**config.mk**
```make
export PLATFORM = sky130hd
export DESIGN_NAME = alu_share_arbiter_flat
export DESIGN_NICKNAME = d
export VERILOG_FILES = /design/src/rtl/alu_pkg.sv /design/src/rtl/alu_share_arbiter_if.sv /design/src/rtl/arb2_rr.sv /design/src/rtl/alu_share_arbiter.sv /design/src/flat_wrapper.sv
export SDC_FILE = /design/constraint.sdc
export NUM_CORES = 1
export LEC_CHECK = 0
export CORE_MARGIN = 1
export CORE_UTILIZATION = 28
export CTS_CLUSTER_SIZE = 24
export DETAILED_ROUTE_END_ITERATION = 7
export GPL_TIMING_DRIVEN = 0
export HOLD_SLACK_MARGIN = 0.1
export PLACE_DENSITY = 0.8
export SYNTH_ARGS = -nofsm -noshare
export SYNTH_HDL_FRONTEND = slang
export SYNTH_SLANG_ARGS = --single-unit
```
**constraint.sdc**
```tcl
create_clock -name clk -period 1.6 [get_ports clk]
set_input_delay 0.32 -clock clk [delete_from_list [all_inputs] [get_ports clk]]
set_output_delay 0.32 -clock clk [all_outputs]
set_load 0.1 [all_outputs]
```
**src/rtl/alu_pkg.sv**
```systemverilog
// Shared ALU definitions: opcodes, flag bit positions and per-opcode flag write mask.
// Latency: none (constants and a pure function).
// Backpressure: not applicable.
package alu_pkg;

  // Opcode encodings; any opcode with bit 3 set is illegal.
  localparam logic [3:0] OP_ADD    = 4'd0;
  localparam logic [3:0] OP_SUB    = 4'd1;
  localparam logic [3:0] OP_XOR    = 4'd2;
  localparam logic [3:0] OP_RED    = 4'd3;
  localparam logic [3:0] OP_SLL    = 4'd4;
  localparam logic [3:0] OP_SRA    = 4'd5;
  localparam logic [3:0] OP_ROR    = 4'd6;
  localparam logic [3:0] OP_PADDSB = 4'd7;

  // Bit positions inside the {N,V,Z} flag vector.
  localparam int FLAG_N = 2;
  localparam int FLAG_V = 1;
  localparam int FLAG_Z = 0;

  // Which architectural flag bits an opcode is allowed to overwrite.
  // Arithmetic ops load all three, logic/shift ops only Z, the rest none.
  function automatic logic [2:0] flag_mask(input logic [3:0] op);
    logic [2:0] m;
    m = 3'b000;
    if (!op[3]) begin
      case (op)
        OP_ADD, OP_SUB: begin
          m[FLAG_N] = 1'b1;
          m[FLAG_V] = 1'b1;
          m[FLAG_Z] = 1'b1;
        end
        OP_XOR, OP_SLL, OP_SRA, OP_ROR: begin
          m[FLAG_Z] = 1'b1;
        end
        OP_RED, OP_PADDSB: begin
          m = 3'b000;
        end
        default: begin
          m = 3'b000;
        end
      endcase
    end
    return m;
  endfunction

endpackage

```
**src/rtl/alu_share_arbiter_if.sv**
```systemverilog
// Bundle of the two request ports, the ALU drive/return path, the response port and the flag view.
// Latency: none (wires only).
// Backpressure: req ports use valid/ready, response port uses valid/ready.
interface alu_share_arbiter_if #(
  parameter int DATA_W = 16,
  parameter int ID_W   = 2
);

  // Port 0: pipeline execute stage
  logic              req0_valid;
  logic              req0_ready;
  logic [3:0]        req0_op;
  logic [DATA_W-1:0] req0_a;
  logic [DATA_W-1:0] req0_b;
  logic [ID_W-1:0]   req0_id;

  // Port 1: multi-op sequencer
  logic              req1_valid;
  logic              req1_ready;
  logic [3:0]        req1_op;
  logic [DATA_W-1:0] req1_a;
  logic [DATA_W-1:0] req1_b;
  logic [ID_W-1:0]   req1_id;

  // Shared ALU
  logic [DATA_W-1:0] alu_in1;
  logic [DATA_W-1:0] alu_in2;
  logic [3:0]        alu_op;
  logic [DATA_W-1:0] alu_out;
  logic [2:0]        alu_flags;

  // Response buffer and architectural flags
  logic              rsp_valid;
  logic              rsp_ready;
  logic              rsp_port;
  logic [ID_W-1:0]   rsp_id;
  logic [DATA_W-1:0] rsp_data;
  logic              rsp_err;
  logic [2:0]        flags_q;

  // Arbiter side
  modport slave (
    input  req0_valid, req0_op, req0_a, req0_b, req0_id,
    output req0_ready,
    input  req1_valid, req1_op, req1_a, req1_b, req1_id,
    output req1_ready,
    output alu_in1, alu_in2, alu_op,
    input  alu_out, alu_flags,
    output rsp_valid, rsp_port, rsp_id, rsp_data, rsp_err,
    input  rsp_ready,
    output flags_q
  );

  // Requester / ALU / consumer side
  modport master (
    output req0_valid, req0_op, req0_a, req0_b, req0_id,
    input  req0_ready,
    output req1_valid, req1_op, req1_a, req1_b, req1_id,
    input  req1_ready,
    input  alu_in1, alu_in2, alu_op,
    output alu_out, alu_flags,
    input  rsp_valid, rsp_port, rsp_id, rsp_data, rsp_err,
    output rsp_ready,
    input  flags_q
  );

endinterface

```
**src/rtl/arb2_rr.sv**
```systemverilog
// Two-way round-robin arbiter (fixed priority to req[0] when ALU_ARB_FIXED_PRIO_EN is defined).
// Latency: combinational grant; pointer moves on the edge after an actual grant.
// Backpressure: en=0 forces gnt=0 and freezes the pointer.
module arb2_rr (
  input  logic       clk,
  input  logic       rst,
  input  logic [1:0] req,
  input  logic       en,
  output logic [1:0] gnt
);

`ifdef ALU_ARB_FIXED_PRIO_EN

  // Port 0 always wins; port 1 only gets the ALU when port 0 is idle.
  always_comb begin
    gnt = 2'b00;
    if (en) begin
      if (req[0]) begin
        gnt = 2'b01;
      end else if (req[1]) begin
        gnt = 2'b10;
      end
    end
  end

  // No pointer state in this build, so the clock and reset have no load.
  logic unused_clk_rst;
  assign unused_clk_rst = clk ^ rst;

`else

  // ptr_q names the port that wins the next contention; 0 after reset.
  logic ptr_q;
  logic ptr_d;

  // One-hot grant; on contention the port not granted most recently wins.
  always_comb begin
    gnt = 2'b00;
    if (en) begin
      case (req)
        2'b01:   gnt = 2'b01;
        2'b10:   gnt = 2'b10;
        2'b11:   gnt = ptr_q ? 2'b10 : 2'b01;
        default: gnt = 2'b00;
      endcase
    end
  end

  // Hand priority to the other port after every real grant, hold otherwise.
  always_comb begin
    ptr_d = ptr_q;
    if (gnt[0]) begin
      ptr_d = 1'b1;
    end else if (gnt[1]) begin
      ptr_d = 1'b0;
    end
  end

  // Pointer register.
  always_ff @(posedge clk or posedge rst) begin
    if (rst) begin
      ptr_q <= 1'b0;
    end else begin
      ptr_q <= ptr_d;
    end
  end

`endif

endmodule

```
**src/rtl/alu_share_arbiter.sv**
```systemverilog
// Shares one 16-bit ALU between two requesters; owns the {N,V,Z} flag register (ALU_ARB_FIXED_PRIO_EN selects fixed priority).
// Latency: request accepted at edge T is presented on rsp_* right after T; one op per cycle sustained.
// Backpressure: a held response (rsp_valid & !rsp_ready) blocks both request ports; drain and refill share a cycle.
module alu_share_arbiter
  import alu_pkg::*;
#(
  parameter int DATA_W = 16,
  parameter int ID_W   = 2
) (
  input logic                clk,
  input logic                rst,
  alu_share_arbiter_if.slave bus
);

  logic              slot_free;
  logic [1:0]        req_vec;
  logic [1:0]        gnt;
  logic              grant_any;
  logic              sel1;
  logic [3:0]        sel_op;
  logic [ID_W-1:0]   sel_id;
  logic              sel_illegal;
  logic [2:0]        wr_mask;

  logic              rsp_valid_q, rsp_valid_d;
  logic              rsp_port_q,  rsp_port_d;
  logic [ID_W-1:0]   rsp_id_q,    rsp_id_d;
  logic [DATA_W-1:0] rsp_data_q,  rsp_data_d;
  logic              rsp_err_q,   rsp_err_d;
  logic [2:0]        arch_flags_q, arch_flags_d;

  // The buffer can take a new op if empty or being drained this cycle.
  assign slot_free = !rsp_valid_q || bus.rsp_ready;
  assign req_vec   = {bus.req1_valid, bus.req0_valid};

  arb2_rr u_arb (
    .clk (clk),
    .rst (rst),
    .req (req_vec),
    .en  (slot_free),
    .gnt (gnt)
  );

  assign bus.req0_ready = gnt[0];
  assign bus.req1_ready = gnt[1];
  assign grant_any      = gnt[0] | gnt[1];
  assign sel1           = gnt[1];

  // Steer the granted request onto the ALU; port 0 fields when idle.
  always_comb begin
    bus.alu_in1 = bus.req0_a;
    bus.alu_in2 = bus.req0_b;
    bus.alu_op  = bus.req0_op;
    sel_op      = bus.req0_op;
    sel_id      = bus.req0_id;
    if (sel1) begin
      bus.alu_in1 = bus.req1_a;
      bus.alu_in2 = bus.req1_b;
      bus.alu_op  = bus.req1_op;
      sel_op      = bus.req1_op;
      sel_id      = bus.req1_id;
    end
  end

  // Illegal opcodes are accepted but produce zero data and leave flags alone.
  assign sel_illegal = sel_op[3];
  assign wr_mask     = flag_mask(sel_op);

  // Next state of the response slot and flags: capture on grant, clear on drain, hold otherwise.
  always_comb begin
    rsp_valid_d  = rsp_valid_q;
    rsp_port_d   = rsp_port_q;
    rsp_id_d     = rsp_id_q;
    rsp_data_d   = rsp_data_q;
    rsp_err_d    = rsp_err_q;
    arch_flags_d = arch_flags_q;
    if (grant_any) begin
      rsp_valid_d  = 1'b1;
      rsp_port_d   = sel1;
      rsp_id_d     = sel_id;
      rsp_err_d    = sel_illegal;
      rsp_data_d   = sel_illegal ? '0 : bus.alu_out;
      arch_flags_d = (arch_flags_q & ~wr_mask) | (bus.alu_flags & wr_mask);
    end else if (bus.rsp_ready) begin
      rsp_valid_d  = 1'b0;
    end
  end

  // Response buffer and flag register; reset drops any in-flight response.
  always_ff @(posedge clk or posedge rst) begin
    if (rst) begin
      rsp_valid_q  <= 1'b0;
      rsp_port_q   <= 1'b0;
      rsp_id_q     <= '0;
      rsp_data_q   <= '0;
      rsp_err_q    <= 1'b0;
      arch_flags_q <= 3'b000;
    end else begin
      rsp_valid_q  <= rsp_valid_d;
      rsp_port_q   <= rsp_port_d;
      rsp_id_q     <= rsp_id_d;
      rsp_data_q   <= rsp_data_d;
      rsp_err_q    <= rsp_err_d;
      arch_flags_q <= arch_flags_d;
    end
  end

  assign bus.rsp_valid = rsp_valid_q;
  assign bus.rsp_port  = rsp_port_q;
  assign bus.rsp_id    = rsp_id_q;
  assign bus.rsp_data  = rsp_data_q;
  assign bus.rsp_err   = rsp_err_q;
  assign bus.flags_q   = arch_flags_q;

endmodule

```
**src/flat_wrapper.sv**
```systemverilog
// flat-port wrapper written by rule: the top's interface ports become plain ports
module alu_share_arbiter_flat import alu_pkg::*;
#(
  parameter int DATA_W = 16,
  parameter int ID_W   = 2
)
  (clk, rst, bus_req0_valid, bus_req0_op, bus_req0_a, bus_req0_b, bus_req0_id, bus_req0_ready, bus_req1_valid, bus_req1_op, bus_req1_a, bus_req1_b, bus_req1_id, bus_req1_ready, bus_alu_in1, bus_alu_in2, bus_alu_op, bus_alu_out, bus_alu_flags, bus_rsp_valid, bus_rsp_port, bus_rsp_id, bus_rsp_data, bus_rsp_err, bus_rsp_ready, bus_flags_q);
  alu_share_arbiter_if #(.DATA_W(DATA_W), .ID_W(ID_W)) bus_i ();
  input logic clk;
  input logic rst;
  input wire logic [$bits(bus_i.req0_valid)-1:0] bus_req0_valid;
  input wire logic [$bits(bus_i.req0_op)-1:0] bus_req0_op;
  input wire logic [$bits(bus_i.req0_a)-1:0] bus_req0_a;
  input wire logic [$bits(bus_i.req0_b)-1:0] bus_req0_b;
  input wire logic [$bits(bus_i.req0_id)-1:0] bus_req0_id;
  output wire logic [$bits(bus_i.req0_ready)-1:0] bus_req0_ready;
  input wire logic [$bits(bus_i.req1_valid)-1:0] bus_req1_valid;
  input wire logic [$bits(bus_i.req1_op)-1:0] bus_req1_op;
  input wire logic [$bits(bus_i.req1_a)-1:0] bus_req1_a;
  input wire logic [$bits(bus_i.req1_b)-1:0] bus_req1_b;
  input wire logic [$bits(bus_i.req1_id)-1:0] bus_req1_id;
  output wire logic [$bits(bus_i.req1_ready)-1:0] bus_req1_ready;
  output wire logic [$bits(bus_i.alu_in1)-1:0] bus_alu_in1;
  output wire logic [$bits(bus_i.alu_in2)-1:0] bus_alu_in2;
  output wire logic [$bits(bus_i.alu_op)-1:0] bus_alu_op;
  input wire logic [$bits(bus_i.alu_out)-1:0] bus_alu_out;
  input wire logic [$bits(bus_i.alu_flags)-1:0] bus_alu_flags;
  output wire logic [$bits(bus_i.rsp_valid)-1:0] bus_rsp_valid;
  output wire logic [$bits(bus_i.rsp_port)-1:0] bus_rsp_port;
  output wire logic [$bits(bus_i.rsp_id)-1:0] bus_rsp_id;
  output wire logic [$bits(bus_i.rsp_data)-1:0] bus_rsp_data;
  output wire logic [$bits(bus_i.rsp_err)-1:0] bus_rsp_err;
  input wire logic [$bits(bus_i.rsp_ready)-1:0] bus_rsp_ready;
  output wire logic [$bits(bus_i.flags_q)-1:0] bus_flags_q;
  assign bus_i.req0_valid = bus_req0_valid;
  assign bus_i.req0_op = bus_req0_op;
  assign bus_i.req0_a = bus_req0_a;
  assign bus_i.req0_b = bus_req0_b;
  assign bus_i.req0_id = bus_req0_id;
  assign bus_req0_ready = bus_i.req0_ready;
  assign bus_i.req1_valid = bus_req1_valid;
  assign bus_i.req1_op = bus_req1_op;
  assign bus_i.req1_a = bus_req1_a;
  assign bus_i.req1_b = bus_req1_b;
  assign bus_i.req1_id = bus_req1_id;
  assign bus_req1_ready = bus_i.req1_ready;
  assign bus_alu_in1 = bus_i.alu_in1;
  assign bus_alu_in2 = bus_i.alu_in2;
  assign bus_alu_op = bus_i.alu_op;
  assign bus_i.alu_out = bus_alu_out;
  assign bus_i.alu_flags = bus_alu_flags;
  assign bus_rsp_valid = bus_i.rsp_valid;
  assign bus_rsp_port = bus_i.rsp_port;
  assign bus_rsp_id = bus_i.rsp_id;
  assign bus_rsp_data = bus_i.rsp_data;
  assign bus_rsp_err = bus_i.rsp_err;
  assign bus_i.rsp_ready = bus_rsp_ready;
  assign bus_flags_q = bus_i.flags_q;
  alu_share_arbiter #(.DATA_W(DATA_W), .ID_W(ID_W)) u_core (.clk(clk), .rst(rst), .bus(bus_i));
endmodule
```
==> results by stage, run 1 <==
Run status:
- The run stopped with a tool error.
- The flow halted during 4_1_cts.
- The first error in the log reads "[ERROR DPL-0033] detailed placement checks failed during check placement".

Yosys:
- The cell with the most instances after synthesis is sky130_fd_sc_hd__nand2_1.
- The largest total area in the synthesized netlist belongs to sky130_fd_sc_hd__dfrtp_1.
- The count of state elements after synthesis is 25.
- The share of synthesized area in the top cell type comes to 41.8%.
- Yosys printed 0 warnings.
- The share of async-settable or async-resettable flops after synthesis is 100%.
- The number of nets produced by synthesis is 297.
- Synthesis produced a netlist whose cell count is 197.
- The count of flip-flops with a built-in enable after synthesis is 0.
- After synthesis, flip-flops and latches occupy 41.8% of the total area.
- The average size of a mapped cell is 7.60 µm².
- Synthesis instantiated 27 different standard cells from the library.
- The top flip-flop cell by instance count after synthesis is sky130_fd_sc_hd__dfrtp_1.
- The cell area that synthesis handed to floorplanning was 1500 µm².
- By area the synthesized netlist is led by sky130_fd_sc_hd__dfrtp_1 42%, sky130_fd_sc_hd__nand2_1 29%, sky130_fd_sc_hd__a22o_1 9.4%.
- The commonest cells after synthesis are 114 x sky130_fd_sc_hd__nand2_1, 25 x sky130_fd_sc_hd__dfrtp_1, 16 x sky130_fd_sc_hd__a22o_1.

Placed design:
- The global placement routability congestion is 0.757.
- The area after detailed placement is 3930 µm².
- The post-detailed-placement half-perimeter wirelength is 5310 µm.
- The count of buffers inserted at the top-level ports is 160.

Clocking:
- The clock tree root driver cell is sky130_fd_sc_hd__clkbuf_8.
- The level count of the clock H-tree is 1.
- The post-CTS resize count is 534.
- Clock tree synthesis inserted a total of 3 buffers.
- The tree built by TritonCTS fans out to 25 sinks.
- No sink is reached through more buffers than the 2 on the longest clock path.
- The post-CTS repair timing setup buffer count is 15.
- After clock tree synthesis, the flow added hold-fix buffers numbering 0.

Floorplan:
- Measured along the y axis, the die boundary spans 75.1 µm.
- Pin placement for this block handled 162 I/O pins.
- After floorplanning, the core was divided into 26 placement rows.
- The initial core utilization is 29.1%.
- The width of the chip is 75.1 µm.
metrics by stage:
step / cells / setup slack, ns / TNS [ns] / hold WS [ns] / util [%]
after floorplan: 197 / -0.371 / -12.89 / 0.347 / -
after global placement: 427 / -1.71 / -73.04 / 0.465 / 76.4
after detailed placement: 427 / -1.73 / -74.39 / 0.464 / 76.4
kinds of logic after synthesis:
kind of cell	count (synthesis)	share of synthesized area [%]
AOI/OAI and AO/OA	28	15.5
and+or+nand+nor	122	33.4
buffers and inverters	17	5.76
DFF	25	41.8
muxes	5	3.59
==> run 2, diff against run 1 <==
- CORE_UTILIZATION: 28 -> 20
- CTS_CLUSTER_SIZE: 24 -> not set
- HOLD_SLACK_MARGIN: 0.1 -> not set
- PLACE_DENSITY: 0.8 -> not set
- PLACE_DENSITY_LB_ADDON: not set -> 0.15
==> run 2 against run 1 <==
Net effect: the flow now finishes, with violations (negative setup slack); synthesized cell count unchanged; synthesized area unchanged.
==> results by stage, run 2 <==
Run status:
- The run finished, with violations left.
- The final reports fail on negative setup slack.

Yosys:
- Summing the sequential cell areas from Yosys gives 41.8% of the chip area.
- The share of async-settable or async-resettable flops after synthesis is 100%.
- In the synthesized netlist, the cells that appear most often are 114 x sky130_fd_sc_hd__nand2_1, 25 x sky130_fd_sc_hd__dfrtp_1, 16 x sky130_fd_sc_hd__a22o_1.
- sky130_fd_sc_hd__dfrtp_1 takes more of the synthesized area than any other cell.
- By area the synthesized netlist is led by sky130_fd_sc_hd__dfrtp_1 42%, sky130_fd_sc_hd__nand2_1 29%, sky130_fd_sc_hd__a22o_1 9.4%.
- The count of flip-flops with a built-in enable after synthesis is 0.
- The number of different library cells used by synthesis comes to 27.
- The top flip-flop cell by instance count after synthesis is sky130_fd_sc_hd__dfrtp_1.
- The number of nets produced by synthesis is 297.
- Averaged over all synthesized cells, the footprint is 7.60 µm².
- The count of state elements after synthesis is 25.
- The synthesized netlist cell count is 197.
- In this run the cell area of the synthesized design comes to 1500 µm².
- The cell with the most instances after synthesis is sky130_fd_sc_hd__nand2_1.
- In this run the biggest area consumer among cell types represents 41.8% of the synthesized area.
- The count of synthesis-stage warnings from yosys is 0.

Detailed routing:
- The detail-routed net length per standard cell is 16.6 µm.
- In the routed design, unresolved DRC markers number 0.
- For this block, the via count after detailed routing is 2,124.
- After detailed routing, the total wire length is 7980 µm.
- The average via count per standard cell is 4.43.
- The detailed-routing iteration count for the pre-antenna-repair pass is 4.
- The detail route stage leaves a number of antenna-violating nets equal to 0.
- The detailed router finished its first iteration with 26 violations.

Cells and area:
- Fill cells in the final layout number 489.
- After routing the design area is 5260 µm².
- From synthesis to final layout, the design area changed by 251%.
- The number of antenna cells inserted is 0.
- The fraction of final layout cells with drive strength greater than 1 is 56.2%.
- Excluding fillers, the count of instances in the completed layout stands at 480.
- The share of the core filled with cells is 72.5%.
- For this run, the post-layout net count is 482.
- Leaving out fill and tap cells, the most frequent cell in the layout is sky130_fd_sc_hd__clkdlybuf4s50_1.
- In the layout the commonest cells are 96 x sky130_fd_sc_hd__clkdlybuf4s50_1, 52 x sky130_fd_sc_hd__nand2_8, 45 x sky130_fd_sc_hd__buf_12.

Floorplan:
- The initial core utilization is 20.6%.
- The area of the die is 7840 µm².
- The total core area is 7250 µm².
- The vertical die dimension is 88.5 µm.
- The number of top-level pins is 162.
- The width of the chip is 88.5 µm.
- The row count is 31.

Clocking:
- The buffer depth of the longest clock path is 2.
- The tree is rooted in a sky130_fd_sc_hd__clkbuf_8.
- The TritonCTS clock tree is yes.
- The clock-pin slew of the registers on the worst-case setup and hold paths is 0.10 ns.
- The number of buffers inserted during clock tree synthesis is 3.
- The clock insertion delay at the later pin of the skew report is 0.27 ns.
- Clock tree synthesis found a total of 25 sinks.
- In this run the number of H-tree levels came out at 1.

Timing:
- Setup repair after global routing could not meet its margin everywhere.
- The final setup violation count is 57.
- The final-report hold violation count is 0.
- The ratio of final minimum period to clock period is 129%.
- Hold timing on the final database bottoms out at a slack of 0.460 ns.
- On the final layout, the worst clock skew is 0.00460 ns.
- Setup slack on the critical path of the routed design comes to -0.468 ns.
- Measured against its own limit, the worst slew margin works out to 37.6%.
- For this run, the top clock speed supported by timing is 483 MHz.
- The worst path in the final design needs a cycle of 2.07 ns, including I/O delays and setup.
- The count of pins over their slew limit is 0.
- The slew at the pin closest to its max-slew limit is 0.935 ns.

Worst hold path:
- The min-delay analysis places its worst path in the category input pin to register.
- The path with the worst hold slack has its endpoint at u_core.u_arb.ptr_q.
- The number of instances on the worst hold path is 3.
- The start point of the worst hold path is bus_req1_valid.

Critical path:
- The critical path is of the register to output port type.
- In this run the critical register-to-register path is launched from u_core.bus.rsp_valid.
- The required arrival time at the worst endpoint is 1.28 ns.
- Of all nets on the critical path, the largest fanout is 14.
- The kind of end point of the critical path is an output port.
- The arrival time at the worst endpoint is 1.75 ns.
- The worst setup path is launched from a register.
- Measured in cells, the most critical reg-to-reg path has a length of 6.
- The register-to-register setup slack is -0.11 ns.

Global routing:
- For this run the aggregate overflow at the end of global routing stands at 0.
- Entering global routing, the biggest net connects 26 pins.
- The number of antenna violations at the first check in global routing came to 0.
- The number of global-route vias before repair is 2,274.
- The global-route wire length before repair is 11,900 µm.
- The total track usage is 19.7%.

Pwr:
- For this design the ratio of total power to cell area is 977 nW/µm².
- Across the VDD grid, the largest voltage drop is 0.00109 V.
- In this run the static leakage power is 2.23 nW.

Placed design:
- Summed over all nets, the half-perimeter wirelength after detailed placement is 5040 µm.
- The count of buffers inserted at the top-level ports is 160.
- The area after detailed placement is 3960 µm².
- The congestion estimate from routability-driven global placement came to 0.680.
- After detailed placement, the design holds a cell count of 456.

Run:
- Max-cap violations in this run came to 0.
run 2: repair_timing:
item | CTS | global route
resized for setup | 551 | 11
buffers inserted | 18 | 0
endpoints found under the setup margin | 82 | 60
pin swaps | 13 | 1
cloned | 4 | 2
hold buffers | 0 | 0
run 2: worst max path at each step:
stage	startpoint	end	slack (ns)	cells past startpoint
2_1_floorplan	u_core.bus.rsp_valid	bus_alu_in2[10]	-0.37	8
5_1_grt	u_core.bus.rsp_valid	bus_alu_op[1]	-0.53	9
3_3_place_gp	bus_req0_valid	bus_alu_op[1]	-1.76	8
6_report	u_core.u_arb.ptr_q	bus_alu_in1[3]	-0.47	7
4_1_cts	u_core.bus.rsp_valid	bus_alu_op[1]	-0.47	9
3_5_place_dp	bus_req0_valid	bus_alu_in2[13]	-1.80	8
run 2: logic make-up after synthesis:
logic type | count (synthesis) | synth area share, %
AND/OR/NAND/NOR | 122 | 33.4
AO/OA/AOI/OAI | 28 | 15.5
flip-flops | 25 | 41.8
buffers and inverters | 17 | 5.76
multiplexers | 5 | 3.59
run 2: per-layer routing:
metal  up-vias  global-route usage (%)  part of all wire (%)
li1       1008                       -                     -
met1      1012                    23.8                    38
met3         4                    5.32                   9.1
met4         0                    3.37                  0.58
met5         -                       0                     0
met2       100                    35.5                    52
run 2: final cells by class:
class | count | area (µm²) | area share [%]
inverters | 4 | 20.0 | 0.381
clock buffers | 3 | 41.3 | 0.785
plain buffers | 11 | 198 | 3.76
multi-input cells | 155 | 1950 | 37.1
well taps | 99 | 124 | 2.35
clock inverters | 1 | 8.76 | 0.167
repair buffers | 182 | 2290 | 43.5
flip-flops and latches | 25 | 629 | 12.0
run 2: through the flow:
step | power, mW | setup slack, ns | TNS [ns]
after CTS | 5.14 | -0.471 | -17.61
final | 5.14 | -0.468 | -17.58
after floorplan | 3.19 | -0.371 | -12.89
after global placement | 3.96 | -1.76 | -74.84
after global routing | 5.32 | -0.530 | -20.69
after detailed placement | 3.98 | -1.80 | -76.47
run 2: power breakdown:
| part | switching [mW] | internal (mW) | total, mW |
|---|---|---|---|
| combinational | 2.52 | 1.41 | 3.93 |
| sequential | 0.0634 | 0.743 | 0.807 |
| clock | 0.222 | 0.183 | 0.405 |
| total | 2.80 | 2.34 | 5.14 |
run 2: critical path: stages (launching register included):
cell and delay, ns:
sky130_fd_sc_hd__dfrtp_1 0.41, sky130_fd_sc_hd__nand2b_4 0.16, sky130_fd_sc_hd__nand3_4 0.10, sky130_fd_sc_hd__buf_6 0.26
sky130_fd_sc_hd__buf_12 0.21, sky130_fd_sc_hd__nand2_8 0.07, sky130_fd_sc_hd__nand2_8 0.08, sky130_fd_sc_hd__buf_12 0.16
Power figures use the tool's default switching activity.
